==> src/rtl/spi_regbank_sync_if.sv <==
// Pin and core-side bundle of the SPI register-bank subnode.
// The host/core side uses master and the subnode uses slave.
interface spi_regbank_sync_if #(
  parameter int NUM_REGS = 3,
  parameter int REG_W    = 128,
  parameter int NUM_S    = 5,
  parameter int S_W      = 64,
  parameter int MODE_W   = 3
);
  logic                      sck;
  logic                      csb;
  logic                      mosi;
  logic                      miso;
  logic [NUM_REGS*REG_W-1:0] regs_flat;
  logic [MODE_W-1:0]         operation_mode;
  logic                      wr_strobe;
  logic [6:0]                wr_addr;
  logic [NUM_S*S_W-1:0]      s_flat;
  logic                      core_busy;

  modport slave (
    input  sck, csb, mosi, s_flat, core_busy,
    output miso, regs_flat, operation_mode, wr_strobe, wr_addr
  );

  modport master (
    output sck, csb, mosi, s_flat, core_busy,
    input  miso, regs_flat, operation_mode, wr_strobe, wr_addr
  );
endinterface

==> src/rtl/spi_regbank_sync.sv <==
// SPI subnode for the Ascon core, fully in the clk domain: oversampled SPI pins,
// atomic register commits, snapshot reads and a sticky status register.
module spi_regbank_sync #(
  parameter int NUM_REGS    = 3,
  parameter int REG_W       = 128,
  parameter int NUM_S       = 5,
  parameter int S_W         = 64,
  parameter int MODE_W      = 3,
  parameter int SYNC_STAGES = 2
) (
  input  logic              clk,
  input  logic              rst,
  spi_regbank_sync_if.slave bus
);
  localparam int RS_W  = (REG_W > S_W) ? REG_W : S_W;
  localparam int OUT_W = (RS_W > 8) ? RS_W : 8;
  localparam int CNT_W = $clog2(OUT_W) + 1;
  localparam logic [6:0] ADDR_MODE = 7'h10;
  localparam logic [6:0] ADDR_STAT = 7'h11;
  localparam logic [6:0] ADDR_S0   = 7'h20;

  typedef enum logic [1:0] {CMD, WDATA, RDATA, DONE} state_t;

  state_t                 state_q, state_d;
  logic [SYNC_STAGES-1:0] sck_sync_q, sck_sync_d;
  logic [SYNC_STAGES-1:0] csb_sync_q, csb_sync_d;
  logic [SYNC_STAGES-1:0] mosi_sync_q, mosi_sync_d;
  logic                   sck_prev_q, sck_prev_d;
  logic                   armed_q, armed_d;
  logic [CNT_W-1:0]       cnt_q, cnt_d;
  logic [6:0]             cmd_q, cmd_d;
  logic [REG_W-1:0]       shadow_q, shadow_d;
  logic [OUT_W-1:0]       out_q, out_d;
  logic                   miso_q, miso_d;
  logic                   commit_q, commit_d;
  logic [REG_W-1:0]       regs_q [NUM_REGS];
  logic [REG_W-1:0]       regs_d [NUM_REGS];
  logic [MODE_W-1:0]      mode_q, mode_d;
  logic                   wr_strobe_q, wr_strobe_d;
  logic [6:0]             wr_addr_q, wr_addr_d;
  logic [2:0]             status_q, status_d;

  logic [S_W-1:0]   s_word [NUM_S];
  logic             sck_s, csb_s, mosi_s, rise, fall;
  logic [7:0]       cmd_new;
  logic [6:0]       addr_new;
  logic             is_data, is_mode, is_stat, is_state, cmd_ok;
  logic [CNT_W-1:0] len_new, cnt_dec;
  logic [OUT_W-1:0] snap;
  logic [2:0]       status_set;
  logic             status_clr;

  for (genvar gi = 0; gi < NUM_S; gi++) begin : g_s_word
    assign s_word[gi] = bus.s_flat[gi*S_W +: S_W];
  end

  for (genvar gi = 0; gi < NUM_REGS; gi++) begin : g_regs_flat
    assign bus.regs_flat[gi*REG_W +: REG_W] = regs_q[gi];
  end

  assign sck_s    = sck_sync_q[SYNC_STAGES-1];
  assign csb_s    = csb_sync_q[SYNC_STAGES-1];
  assign mosi_s   = mosi_sync_q[SYNC_STAGES-1];
  assign rise     = sck_s & ~sck_prev_q;
  assign fall     = ~sck_s & sck_prev_q;
  assign cmd_new  = {cmd_q, mosi_s};
  assign addr_new = cmd_new[6:0];
  assign cnt_dec  = (cnt_q == '0) ? '0 : cnt_q - 1'b1;

  // Decode of the command completed by the current sample, and the read snapshot.
  always_comb begin : decode
    is_data  = (addr_new < 7'(NUM_REGS));
    is_mode  = (addr_new == ADDR_MODE);
    is_stat  = (addr_new == ADDR_STAT);
    is_state = (addr_new >= ADDR_S0) && (addr_new < 7'(32 + NUM_S));
    cmd_ok   = cmd_new[7] ? (is_data | is_mode | is_stat | is_state) : (is_data | is_mode);
    len_new  = '0;
    snap     = '0;
    if (is_data)  len_new = CNT_W'(REG_W);
    if (is_mode)  len_new = CNT_W'(MODE_W);
    if (is_stat)  len_new = CNT_W'(3);
    if (is_state) len_new = CNT_W'(S_W);
    for (int i = 0; i < NUM_REGS; i++)
      if (addr_new == 7'(i)) snap[OUT_W-1 -: REG_W] = regs_q[i];
    if (is_mode) snap[OUT_W-1 -: MODE_W] = mode_q;
    if (is_stat) snap[OUT_W-1 -: 3] = status_q;
    for (int i = 0; i < NUM_S; i++)
      if (addr_new == 7'(32 + i)) snap[OUT_W-1 -: S_W] = s_word[i];
  end

  always_comb begin : next_state
    sck_sync_d  = {sck_sync_q[SYNC_STAGES-2:0], bus.sck};
    csb_sync_d  = {csb_sync_q[SYNC_STAGES-2:0], bus.csb};
    mosi_sync_d = {mosi_sync_q[SYNC_STAGES-2:0], bus.mosi};
    sck_prev_d  = sck_s;
    armed_d     = armed_q | csb_s;
    state_d     = state_q;
    cnt_d       = cnt_q;
    cmd_d       = cmd_q;
    shadow_d    = shadow_q;
    out_d       = out_q;
    miso_d      = miso_q;
    commit_d    = 1'b0;
    regs_d      = regs_q;
    mode_d      = mode_q;
    wr_strobe_d = 1'b0;
    wr_addr_d   = '0;
    status_set  = '0;
    status_clr  = 1'b0;

    case (state_q)
      CMD: begin
        // Unarmed after reset until csb has been seen high, so a frame cut by reset is not resumed.
        if (rise && armed_q && !csb_s) begin
          cmd_d = cmd_new[6:0];
          cnt_d = cnt_dec;
          if (cnt_q == CNT_W'(1)) begin
            cnt_d = len_new;
            if (!cmd_ok) begin
              state_d       = DONE;
              status_set[1] = 1'b1;
            end else if (cmd_new[7]) begin
              state_d = RDATA;
              out_d   = snap;
            end else begin
              state_d = WDATA;
            end
          end
        end
      end
      WDATA: begin
        if (rise) begin
          shadow_d = {shadow_q[REG_W-2:0], mosi_s};
          cnt_d    = cnt_dec;
          if (cnt_q == CNT_W'(1)) begin
            state_d  = DONE;
            commit_d = 1'b1;
          end
        end
      end
      RDATA: begin
        if (fall) begin
          miso_d = out_q[OUT_W-1];
          out_d  = {out_q[OUT_W-2:0], 1'b0};
        end
        if (rise) begin
          cnt_d = cnt_dec;
          if (cnt_q == CNT_W'(1)) begin
            state_d    = DONE;
            miso_d     = 1'b1;
            status_clr = (cmd_q == ADDR_STAT);
          end
        end
      end
      DONE:    miso_d = 1'b1;
      default: state_d = CMD;
    endcase

    if (commit_q) begin
      if (cmd_q == ADDR_MODE) begin
        if (bus.core_busy) begin
          status_set[2] = 1'b1;
        end else begin
          mode_d      = shadow_q[MODE_W-1:0];
          wr_strobe_d = 1'b1;
          wr_addr_d   = ADDR_MODE;
        end
      end else begin
        for (int i = 0; i < NUM_REGS; i++)
          if (cmd_q == 7'(i)) regs_d[i] = shadow_q;
        wr_strobe_d = 1'b1;
        wr_addr_d   = cmd_q;
      end
    end

    if (csb_s) begin
      if (state_q == WDATA) status_set[0] = 1'b1;
      state_d = CMD;
      cnt_d   = CNT_W'(8);
      miso_d  = 1'b1;
    end

    status_d = (status_clr ? 3'b000 : status_q) | status_set;
  end

  always_ff @(posedge clk or posedge rst) begin
    if (rst) begin
      state_q     <= CMD;
      sck_sync_q  <= '0;
      csb_sync_q  <= '0;
      mosi_sync_q <= '0;
      sck_prev_q  <= 1'b0;
      armed_q     <= 1'b0;
      cnt_q       <= CNT_W'(8);
      cmd_q       <= '0;
      shadow_q    <= '0;
      out_q       <= '0;
      miso_q      <= 1'b1;
      commit_q    <= 1'b0;
      for (int i = 0; i < NUM_REGS; i++) regs_q[i] <= '0;
      mode_q      <= '0;
      wr_strobe_q <= 1'b0;
      wr_addr_q   <= '0;
      status_q    <= '0;
    end else begin
      state_q     <= state_d;
      sck_sync_q  <= sck_sync_d;
      csb_sync_q  <= csb_sync_d;
      mosi_sync_q <= mosi_sync_d;
      sck_prev_q  <= sck_prev_d;
      armed_q     <= armed_d;
      cnt_q       <= cnt_d;
      cmd_q       <= cmd_d;
      shadow_q    <= shadow_d;
      out_q       <= out_d;
      miso_q      <= miso_d;
      commit_q    <= commit_d;
      regs_q      <= regs_d;
      mode_q      <= mode_d;
      wr_strobe_q <= wr_strobe_d;
      wr_addr_q   <= wr_addr_d;
      status_q    <= status_d;
    end
  end

  assign bus.miso           = miso_q;
  assign bus.operation_mode = mode_q;
  assign bus.wr_strobe      = wr_strobe_q;
  assign bus.wr_addr        = wr_addr_q;
endmodule

==> src/flat_wrapper.sv <==
// flat-port wrapper written by rule: the top's interface ports become plain ports
module spi_regbank_sync_flat 
#(
  parameter int NUM_REGS    = 3,
  parameter int REG_W       = 128,
  parameter int NUM_S       = 5,
  parameter int S_W         = 64,
  parameter int MODE_W      = 3,
  parameter int SYNC_STAGES = 2
)
  (clk, rst, bus_sck, bus_csb, bus_mosi, bus_s_flat, bus_core_busy, bus_miso, bus_regs_flat, bus_operation_mode, bus_wr_strobe, bus_wr_addr);
  spi_regbank_sync_if #(.NUM_REGS(NUM_REGS), .REG_W(REG_W), .NUM_S(NUM_S), .S_W(S_W), .MODE_W(MODE_W)) bus_i ();
  input  logic clk;
  input  logic rst;
  input wire logic [$bits(bus_i.sck)-1:0] bus_sck;
  input wire logic [$bits(bus_i.csb)-1:0] bus_csb;
  input wire logic [$bits(bus_i.mosi)-1:0] bus_mosi;
  input wire logic [$bits(bus_i.s_flat)-1:0] bus_s_flat;
  input wire logic [$bits(bus_i.core_busy)-1:0] bus_core_busy;
  output wire logic [$bits(bus_i.miso)-1:0] bus_miso;
  output wire logic [$bits(bus_i.regs_flat)-1:0] bus_regs_flat;
  output wire logic [$bits(bus_i.operation_mode)-1:0] bus_operation_mode;
  output wire logic [$bits(bus_i.wr_strobe)-1:0] bus_wr_strobe;
  output wire logic [$bits(bus_i.wr_addr)-1:0] bus_wr_addr;
  assign bus_i.sck = bus_sck;
  assign bus_i.csb = bus_csb;
  assign bus_i.mosi = bus_mosi;
  assign bus_i.s_flat = bus_s_flat;
  assign bus_i.core_busy = bus_core_busy;
  assign bus_miso = bus_i.miso;
  assign bus_regs_flat = bus_i.regs_flat;
  assign bus_operation_mode = bus_i.operation_mode;
  assign bus_wr_strobe = bus_i.wr_strobe;
  assign bus_wr_addr = bus_i.wr_addr;
  spi_regbank_sync #(.NUM_REGS(NUM_REGS), .REG_W(REG_W), .NUM_S(NUM_S), .S_W(S_W), .MODE_W(MODE_W), .SYNC_STAGES(SYNC_STAGES)) u_core (.clk(clk), .rst(rst), .bus(bus_i));
endmodule
==> config.mk <==
export PLATFORM = sky130hd
export DESIGN_NAME = spi_regbank_sync_flat
export DESIGN_NICKNAME = d
export VERILOG_FILES = /design/src/rtl/spi_regbank_sync_if.sv /design/src/rtl/spi_regbank_sync.sv /design/src/flat_wrapper.sv
export SDC_FILE = /design/constraint.sdc
export NUM_CORES = 1
export LEC_CHECK = 0
export ABC_AREA = 1
export BUFFER_PORTS_ARGS = -buffer_cell sky130_fd_sc_hd__buf_4
export CELL_PAD_IN_SITES_DETAIL_PLACEMENT = 2
export CELL_PAD_IN_SITES_GLOBAL_PLACEMENT = 2
export CORE_MARGIN = 2
export CORE_UTILIZATION = 33
export CTS_CLUSTER_DIAMETER = 40
export CTS_CLUSTER_SIZE = 28
export DETAILED_ROUTE_END_ITERATION = 8
export GPL_TIMING_DRIVEN = 0
export PLACE_DENSITY = 0.95
export RECOVER_POWER = 25
export SKIP_CTS_REPAIR_TIMING = 1
export SYNTH_ARGS = -nofsm -noshare
export SYNTH_HDL_FRONTEND = slang
export SYNTH_SLANG_ARGS = --single-unit
==> constraint.sdc <==
create_clock -name clk -period 54.4 [get_ports clk]
set_input_delay 2.72 -clock clk [delete_from_list [all_inputs] [get_ports clk]]
set_output_delay 2.72 -clock clk [all_outputs]
set_load 0.005 [all_outputs]
After elaboration in Yosys (flattened, before gate mapping)
Cells that the tools add are included.

cells by class
  add/sub/neg operators = 1
  $mul = 0
  divide/modulo/power cells = 0
  order comparisons = 3
  equal/unequal tests = 26
  shift operators = 0
  mux-type cells = 62
  bitwise operators = 11
  reductions and logical operators = 21

operators with widths
  operator             number
  $mux 128             8
  $mux 64              5
  $pmux 128 s2         1
  $mux 8               9
  $eq 7x6->1 const B   5
  $eq 7x5->1 const B   4
  $mux 1               23
  $pmux 8 s2           1
  $reduce_and 3->1     5
  $eq 7x1->1 const B   2
  $eq 7x2->1 const B   2
  $logic_not 7->1      2
  $mux 2               7
  $mux 7               2
  $ne 3x1->1 const B   4
  $ne 2x1->1 const B   5
  $mux 3               3
  $eq 8x1->1 const B   1
  $logic_not 8->1      1
  $sub 8x1->8 const B  1
  $ge 7x6->1 const B   1
  $lt 7x2->1 const B   1
  $lt 7x6->1 const B   1
  $reduce_and 6->1     1
  other kinds (17)     29

storage, ports and cells
  register bits after elaboration = 681
  bits in latches = 0
  bits in writable memories = 0
  bits in read-only memories = 0
  output and inout port bits = 396
  logic and storage cells = 143
  memories kept = 0

Logic depth before layout (Yosys ltp)
Gate-level depths: netlist of the first run.

  depth in word-level cells = 16
  depth in mapped cells = 15
  gate-level depth less buffers = 13

Worst setup path before layout of the first run
OpenSTA, ideal clock, no wires.

  kind = input port to flip-flop
  from = input bus_s_flat[61]
  to = register u_core.out_q[125]
  library setup time = 116 ps
  arrival time = 3,275 ps
  data required time = 54,284 ps
  slack = 51,008 ps
  stages on the path = 7
  path buffers = 0
  cell sequence = or2_2 nand2_1 nand2_1 nand2_1 nand3_1 nand2_1 nand2_1

on the way
  word-level cells in the longest chain between the ends = 10

ends and longest elaborated chain
  element               line                     source
  from (decl)           flat_wrapper.sv:18       input wire logic [$bits(bus_i.s_flat)-1:0] bus_s_flat;
  $mux 64 (5 in a row)  spi_regbank_sync.sv:88   if (addr_new == 7'(32 + i)) snap[OUT_W-1 -: S_W] = s_word[i];
  $mux 128              spi_regbank_sync.sv:122  end else if (cmd_new[7]) begin
  $mux 128              spi_regbank_sync.sv:119  if (!cmd_ok) begin
  $mux 128              spi_regbank_sync.sv:117  if (cnt_q == CNT_W'(1)) begin
  $mux 128              spi_regbank_sync.sv:114  if (rise && armed_q && !csb_s) begin
  $pmux 128 s2          spi_regbank_sync.sv:111  case (state_q)
  to (signal assigned)  spi_regbank_sync.sv:215  out_q <= out_d;
  to (decl)             spi_regbank_sync.sv:33   logic [OUT_W-1:0] out_q, out_d;

No other way between the ends. The select of a mux whose other input is x is not followed.
A chain may end at the register's enable or synchronous reset.

==> results.md, run 1 <==
- Number of global-route vias before repair: 40,700
- Final min period: 11.51 ns
- Core area: 95,300 sq um
- Kind of critical path: in -> async
- Max clock buf depth: 3
- Worst Reg2Reg Path Length in Cells: 8
- Gate Count Post-Synth: 4,059
- Arr. time, crit path: 10.73 ns
- Top cell type's share of synthesized area: 53.3%
- Async SR Flop Fraction: 100%
- Worst Tran Pin Value: between 6 and 7 ns
- TritonCTS Buffers: ~120
- Share of layout cells above drive strength 1: a little over a fifth
- Max_cap viols: 2
- Relative slew slack: -335%
- WP data required: 53.61 ns
- Worst path depth: 3
- Worst hold path class: reg -> reg
- Most common cell in the synthesized netlist: nand2_1
- Clock slew at reported path FFs: 0.05 ns
- Site Rows: 113
- Power density cells: 41.8 nW/um^2
- Simple-Gate Fraction of Synth Area: 23.3%
- Synth area leader: dfrtp_1
- Root buf cell: clkbuf_16
- Biggest cell delay along the critical path: 4.74 ns
- Met3 WL: about 22 mm
- Largest net degree at the start of global routing: between 100 and 150
- Fmax: between 80 and 90 MHz
- Top sig layer: met5
- Synth cell types: 36
- Post-Syn Area: approximately 32,000 sq um
- Critical Path Slowest Stage Cell: clkbuf_1
- Die Span X: 315 um
- Mapped Avg Cell Area: slightly below 8 sq um
- IO Pins: 722
- DR vias: 36,900
- Synthesis-stage register bit count: just under 700
- Largest family of logic cells by synthesized area: simple AND/OR/NAND/NOR gates
- Clock skew: 0.0378 ns
- First-pass GRT wire length: 304 mm
- RSZ-0062 raised after global routing: no
- Crit-path leading delay family: buffers and inverters
- Main synth FF type: dfrtp_1
- Die Height: 315 um
- Residual DRC: 0
- Mux cell area share after synthesis: 1.63%
- Startpoint type of the worst setup path: primary input
- XOR/XNOR Fraction of Synth Area: 0.110%
- Crit. End Element: async pin
- DR WL met2: 98.8 mm
- Crit-path cells: clkbuf_4, clkinvlp_2, clkbuf_1
- Hold path depth: 0
- Htree depth: 3
- GRT overflow: 0
- DRT Wirelength: 218 mm
- DP Area: approximately 39,000 sq um
- GP Congestion: 1.00
- Peak supply drop: 0.0000270 V
- Design area: between 40,000 and 50,000 sq um
- Failing checks: max-capacitance violations, max-slew violations
- Clock Latency Late Sink: 0.72 ns
- Total GRT Usage: 42.9%
- Post-synth EDFFs: 0
- Port-buffer cells: 721
- Clock sink count: 681
- Crit-path max FO: roughly 110
- Routed wirelength normalized by instance count: approximately 35 um
- Synth warn: 0
- Final Max Tran Viols: 213
- Sequential-to-total area share from yosys stat: 53.5%
- Top post-synthesis cells by count: nand2_1, dfrtp_1, o21ai_0
- Post-Synth Adder-Cell Area: 0.275%
- First-pass DRT Iterations: 5
- Initial Util: between 30% and 40%
- Initial antenna violation count: 30
- HPWL after DPL: 149 mm
- 1st-iter DRT viols: 3,578
- Leak: 20.7 nW
- Final Cycle Share: between 20% and 30%
- Top cells by area, synth: dfrtp_1, nand2_1, o21ai_0
- Met1 Wirelength: 79.4 mm
- Area grow syn2layout: 35.7%
- Final setup viols: 0
- Setup TNS: 0 ns
- Die area: roughly 99,000 sq um
- CTS tree: built
- Vias/cell: 5.87
- Final nets: between 5,000 and 6,000
- Syn Nets: approximately 4,400
- Status: finished with violations
- Final Hold Vio Count: 0
- Post-synthesis compound-gate area fraction: 12.7%
- WP buf/inv: 3
- Routed Antenna Nets: 0
final timing paths:
| check | start | endpoint | slack [ns] |
|---|---|---|---|
| max in group clk | u_core.commit_q$_DFF_PP0_ | u_core.bus.regs_flat[359]$_DFFE_PP0P_ | 50.06 |
| min reg2reg | u_core.csb_sync_q[0]$_DFF_PP0_ | u_core.csb_sync_q[1]$_DFF_PP0_ | 0.35 |
| min in group asynchronous | rst | u_core.bus.wr_addr[6]$_DFF_PP0_ | 3.65 |
| max | rst | u_core.bus.regs_flat[143]$_DFFE_PP0P_ | 42.89 |
| max reg2reg | u_core.commit_q$_DFF_PP0_ | u_core.bus.regs_flat[359]$_DFFE_PP0P_ | 50.06 |
| min | u_core.csb_sync_q[0]$_DFF_PP0_ | u_core.csb_sync_q[1]$_DFF_PP0_ | 0.35 |
metal layers:
metal | up-vias | global-route usage [%]
li1 | 14600 | -
met1 | 18900 | 49.6
met2 | 2433 | 67.6
met3 | 910 | 13.7
met4 | 24 | 29.8
met5 | - | 0.387
layout by cell type, fill, tap and decap left out, types with 85 or more instances in the layout:
master,instances
nand2_1,1301
clkbuf_1,170
dfrtp_1,679
o21ai_0,535
buf_4,729
nor2_1,350
a21oi_1,125
clkbuf_16,119
nand3_1,85
inv_1,431
report_power, final:
part / total, mW / switching [mW] / internal [mW]
clock network: 0.821 / 0.322 / 0.499
logic: 0.415 / 0.318 / 0.0971
registers: 0.572 / 0.0292 / 0.543
cell type report:
class | instances | area [sq um]
Tap cell | 1265 | 1580
Fill cell | 10700 | 52100
Clock inverter | 81 | 1040
Sequential cell | 681 | 17000
Antenna cell | 14 | 35.0
Inverter | 441 | 1660
Buffer | 241 | 1020
Timing Repair Buffer | 726 | 5520
Clock buffer | 141 | 3200
Multi-Input combinational cell | 2696 | 12100
through the flow:
step	cells	hold slack (ns)	total power [mW]	util (%)	worst slack (ns)
6_report	6286	0.351	1.81	45.4	42.89
5_1_grt	6280	0.361	1.84	45.4	41.64
4_1_cts	6272	0.352	1.79	45.4	50.25
3_5_place_dp	6050	0.339	0.962	40.9	49.71
3_3_place_gp	6045	0.336	0.944	40.8	24.22
2_1_floorplan	4059	0.331	0.768	-	32.59
registers in the layout (all words and copies together) (netlist names):
register	flops
u_core.bus.wr_strobe	1
u_core.bus.miso	1
u_core.csb_sync_q	2
u_core.bus.operation_mode	3
u_core.shadow_q	128
u_core.sck_sync_q	2
u_core.cmd_q	7
u_core.commit_q	1
u_core.bus.regs_flat	384
u_core.status_q	3
u_core.state_q	2
u_core.cnt_q	8
u_core.bus.wr_addr	7
u_core.mosi_sync_q	2
u_core.armed_q	1
u_core.out_q	128
u_core.sck_prev_q	1
cell families (layout without fill, tap and decap cells):
logic type                 Yosys count  in the layout
muxes                               52             52
other                                0             14
AOI/OAI and AO/OA                  768            768
adders and majority gates            7              7
and+or+nand+nor                   1865           1865
DFF                                681            681
buffers and inverters              682           1630
xor gates and xnor gates             4              4
Note: power is estimated with default switching activity, not from simulation.
==> run 2: changes to the inputs <==
- ABC_AREA: 1 -> 0
- CORE_UTILIZATION: 33 -> 32
- PLACE_DENSITY: 0.95 -> 0.87
- clock period: 54.4 -> 10 ns (I/O delays scaled with it)
==> run 2 against run 1 <==
Against the previous run:
- critical path depth up 6
- the run still ends with max-capacitance violations, max-slew violations left
- first-iteration DRC count grew 14%
- critical endpoint is now u_core.bus.regs_flat[34]$_DFFE_PP0P_
- power grew to 5.5 times the previous value
- largest power group unchanged
- utilization shrank 1.7 points
==> results.md, run 2 <==
- Status: finished with violations
- Failing checks: max-capacitance violations, max-slew violations
- HPWL after DPL: 141 mm (-4.8%)
- Clock skew: 0.0943 ns (+0.0564 ns)
- Clock power frac: 45.2% (-0.2 points)
- TritonCTS Buffers: 121 (+2.5%)
- Share of layout cells above drive strength 1: 41.4% (+20 points)
- Kind of critical path: in -> async
- IO Pins: 722 (unchanged)
- Synth area leader: dfrtp_1
- RSZ-0062 raised after global routing: no
- Clock slew at reported path FFs: 0.06 ns (about the same)
- Main synth FF type: dfrtp_1
- Routed Antenna Nets: 0 (unchanged)
- Area grow syn2layout: 35.2%
- Port-buffer cells: 721 (unchanged)
- Syn Nets: 3,047 (-31%)
- Die area: 104,000 sq um (+5.1%)
- Peak supply drop: 0.000178 V (+560%)
- Final Cycle Share: 58.8%
- Worst Tran Pin Value: 2.55 ns (-3.97 ns)
- Largest net degree at the start of global routing: 43 (-67%)
- Clock Latency Late Sink: 0.75 ns (+0.03 ns)
- Mapped Avg Cell Area: 12.0 sq um (+53%)
- Commonest cells after routing, fill and taps aside: dfrtp_1, mux2_2, buf_4, clkbuf_1, o21ai_0
- Core Util, Final: 43.7% (-1.7 points)
- Flop pwr share: 29.8% (-1.9 points)
- Final min period: 5.88 ns
- Final Hold Vio Count: 0 (unchanged)
- Crit. End Element: async pin
- Die Span X: 323 um (+2.5%)
- Most common cell in the synthesized netlist: dfrtp_1
- Worst setup margin: 4.12 ns (-38.76 ns)
- Die Height: 323 um (+2.5%)
- Max_cap viols: 8 (+6)
- First-pass DRT Iterations: 9 (+4)
- Top post-synthesis cells by count: dfrtp_1, mux2_2, clkbuf_1
- Max reg flops: 384 (unchanged)
- Leak: 20.8 nW (+0.78%)
- Initial antenna violation count: 53 (+77%)
- Core area: 100,000 sq um (+5.4%)
- Design area: 43,900 sq um (+1.6%)
- Htree depth: 3 (unchanged)
- First-pass GRT wire length: 279 mm (-8.3%)
- Final nets: 3,915 (-25%)
- Power density cells: 227 nW/um^2 (+440%)
- WP data required: 10.90 ns (-42.71 ns)
- GRT overflow: 0 (unchanged)
- Arr. time, crit path: 6.78 ns (-3.95 ns)
- DP Area: 40,000 sq um (+2.5%)
- Routed wirelength normalized by instance count: 40.0 um (+15%)
- Root buf cell: clkbuf_16
- Synthesis-stage register bit count: 681 (unchanged)
- CTS tree: built
- Crit-path max FO: 41 (-62%)
- GP Congestion: 0.969 (-3.4%)
- Fin cells: 5,071 (-19%)
- DRT Wirelength: 203 mm (-6.8%)
- Vias/cell: 6.30 (+7.5%)
- Synth cell types: 72 (+100%)
- Final Max Tran Viols: 221 (+3.8%)
- Switch Pwr: 3.73 mW (+460%)
- Post-synth EDFFs: 0 (unchanged)
- Commonest non-fill, non-tap cell in the layout: dfrtp_1
- Sequential-to-total area share from yosys stat: 52.5% (-1.0 points)
- Clock sink count: 681 (unchanged)
- Startpoint type of the worst setup path: primary input
- Number of global-route vias before repair: 34,400 (-15%)
- DR vias: 32,000 (-13%)
- Top cell type's share of synthesized area: 52.3% (-1.0 points)
- Placed instance count: 4,812 (-20%)
- Synth warn: 0 (unchanged)
- Final setup viols: 0 (unchanged)
- Async SR Flop Fraction: 100% (unchanged)
- DP Worst Slack: 5.67 ns (-44.04 ns)
- Relative slew slack: -70.3% (+260 points)
- Worst hold path class: in -> reg
- Residual DRC: 0 (unchanged)
- Fmax: 170 MHz
- Post-Syn Area: 32,500 sq um (+2.0%)
- Comb pwr share: 25.0% (+2.1 points)
- Switching Fraction: 37.5% (+0.48 points)
- Total GRT Usage: 38.0% (-4.9 points)
- Top cells by area, synth: dfrtp_1, mux2_2, o21ai_0
- 1st-iter DRT viols: 4,088 (+14%)
- Max clock buf depth: 3 (unchanged)
- Initial Util: 32.3% (-1.1 points)
- Site Rows: 116 (+2.7%)
- Pint: 6.22 mW (+450%)
- Gate Count Post-Synth: 2,714 (-33%)
run 2: kinds of logic after synthesis:
| family | count (synthesis) | synth area share (%) |
|---|---|---|
| AO/OA/AOI/OAI | 722 | 15.7 |
| multiplexers | 621 | 21.5 |
| flip-flops | 681 | 52.5 |
| buffers and inverters | 257 | 3.48 |
| adder cells (fa/ha/maj) | 7 | 0.270 |
| AND/OR/NAND/NOR | 426 | 6.60 |
run 2: power groups by stage:
stage,registers (mW),clock network (mW),logic (mW)
4_1_cts,2.96,4.50,2.34
6_report,2.97,4.50,2.49
3_3_place_gp,2.99,0,2.13
5_1_grt,2.97,4.62,2.51
3_5_place_dp,2.99,0,2.24
2_1_floorplan,2.95,0,1.19
run 2: path summary, 6_finish.rpt:
| check | slack [ns] | to | cells after the start | start |
|---|---|---|---|---|
| min reg2reg | 0.36 | u_core.mosi_sync_q[1]$_DFF_PP0_ | 0 | u_core.mosi_sync_q[0]$_DFF_PP0_ |
| min | 0.08 | u_core.bus.wr_strobe$_DFF_PP0_ | 2 | bus_core_busy |
| min in group asynchronous | 0.66 | u_core.shadow_q[74]$_DFFE_PP0P_ | 3 | rst |
| max reg2reg | 5.49 | u_core.bus.miso$_DFFE_PP1P_ | 9 | u_core.state_q[0]$_DFFE_PP0P_ |
| max in group clk | 5.49 | u_core.bus.miso$_DFFE_PP1P_ | 9 | u_core.state_q[0]$_DFFE_PP0P_ |
| max | 4.12 | u_core.bus.regs_flat[34]$_DFFE_PP0P_ | 9 | rst |
run 2: routing by layer:
| layer | GRT usage [%] | vias up | part of all wire [%] |
|---|---|---|---|
| met2 | 59.1 | 2395 | 45 |
| met3 | 13.8 | 891 | 11 |
| li1 | - | 12100 | - |
| met4 | 26.2 | 34 | 8.1 |
| met5 | 0 | - | 0.12 |
| met1 | 43.8 | 16600 | 36 |
run 2: layout make-up:
cell class	instances	area [sq um]
Sequential cell	681	17000
Antenna cell	29	72.6
Multi-Input combinational cell	1776	14300
Tap cell	1357	1700
Clock buffer	140	3230
Fill cell	10200	56500
Clock inverter	86	1100
Timing Repair Buffer	745	5330
Inverter	12	46.3
Buffer	245	1080
run 2: per-stage QoR:
stage,power (mW),hold WS [ns],setup TNS (ns)
after global routing,10.1,0.0519,0
after CTS,9.80,-0.148,0
after global placement,5.12,0.339,-2679.65
after floorplan,4.14,0.331,0
final,9.95,0.0840,0
after detailed placement,5.23,0.337,0
run 2: critical path, cell delays in order:
cell and delay, ns:
dlygate4sd3_1 0.53, clkbuf_4 0.13, clkinvlp_2 0.83, clkbuf_1 1.70, clkbuf_1 1.87, buf_12 0.29
buf_12 0.26, buf_12 0.27, buf_12 0.29
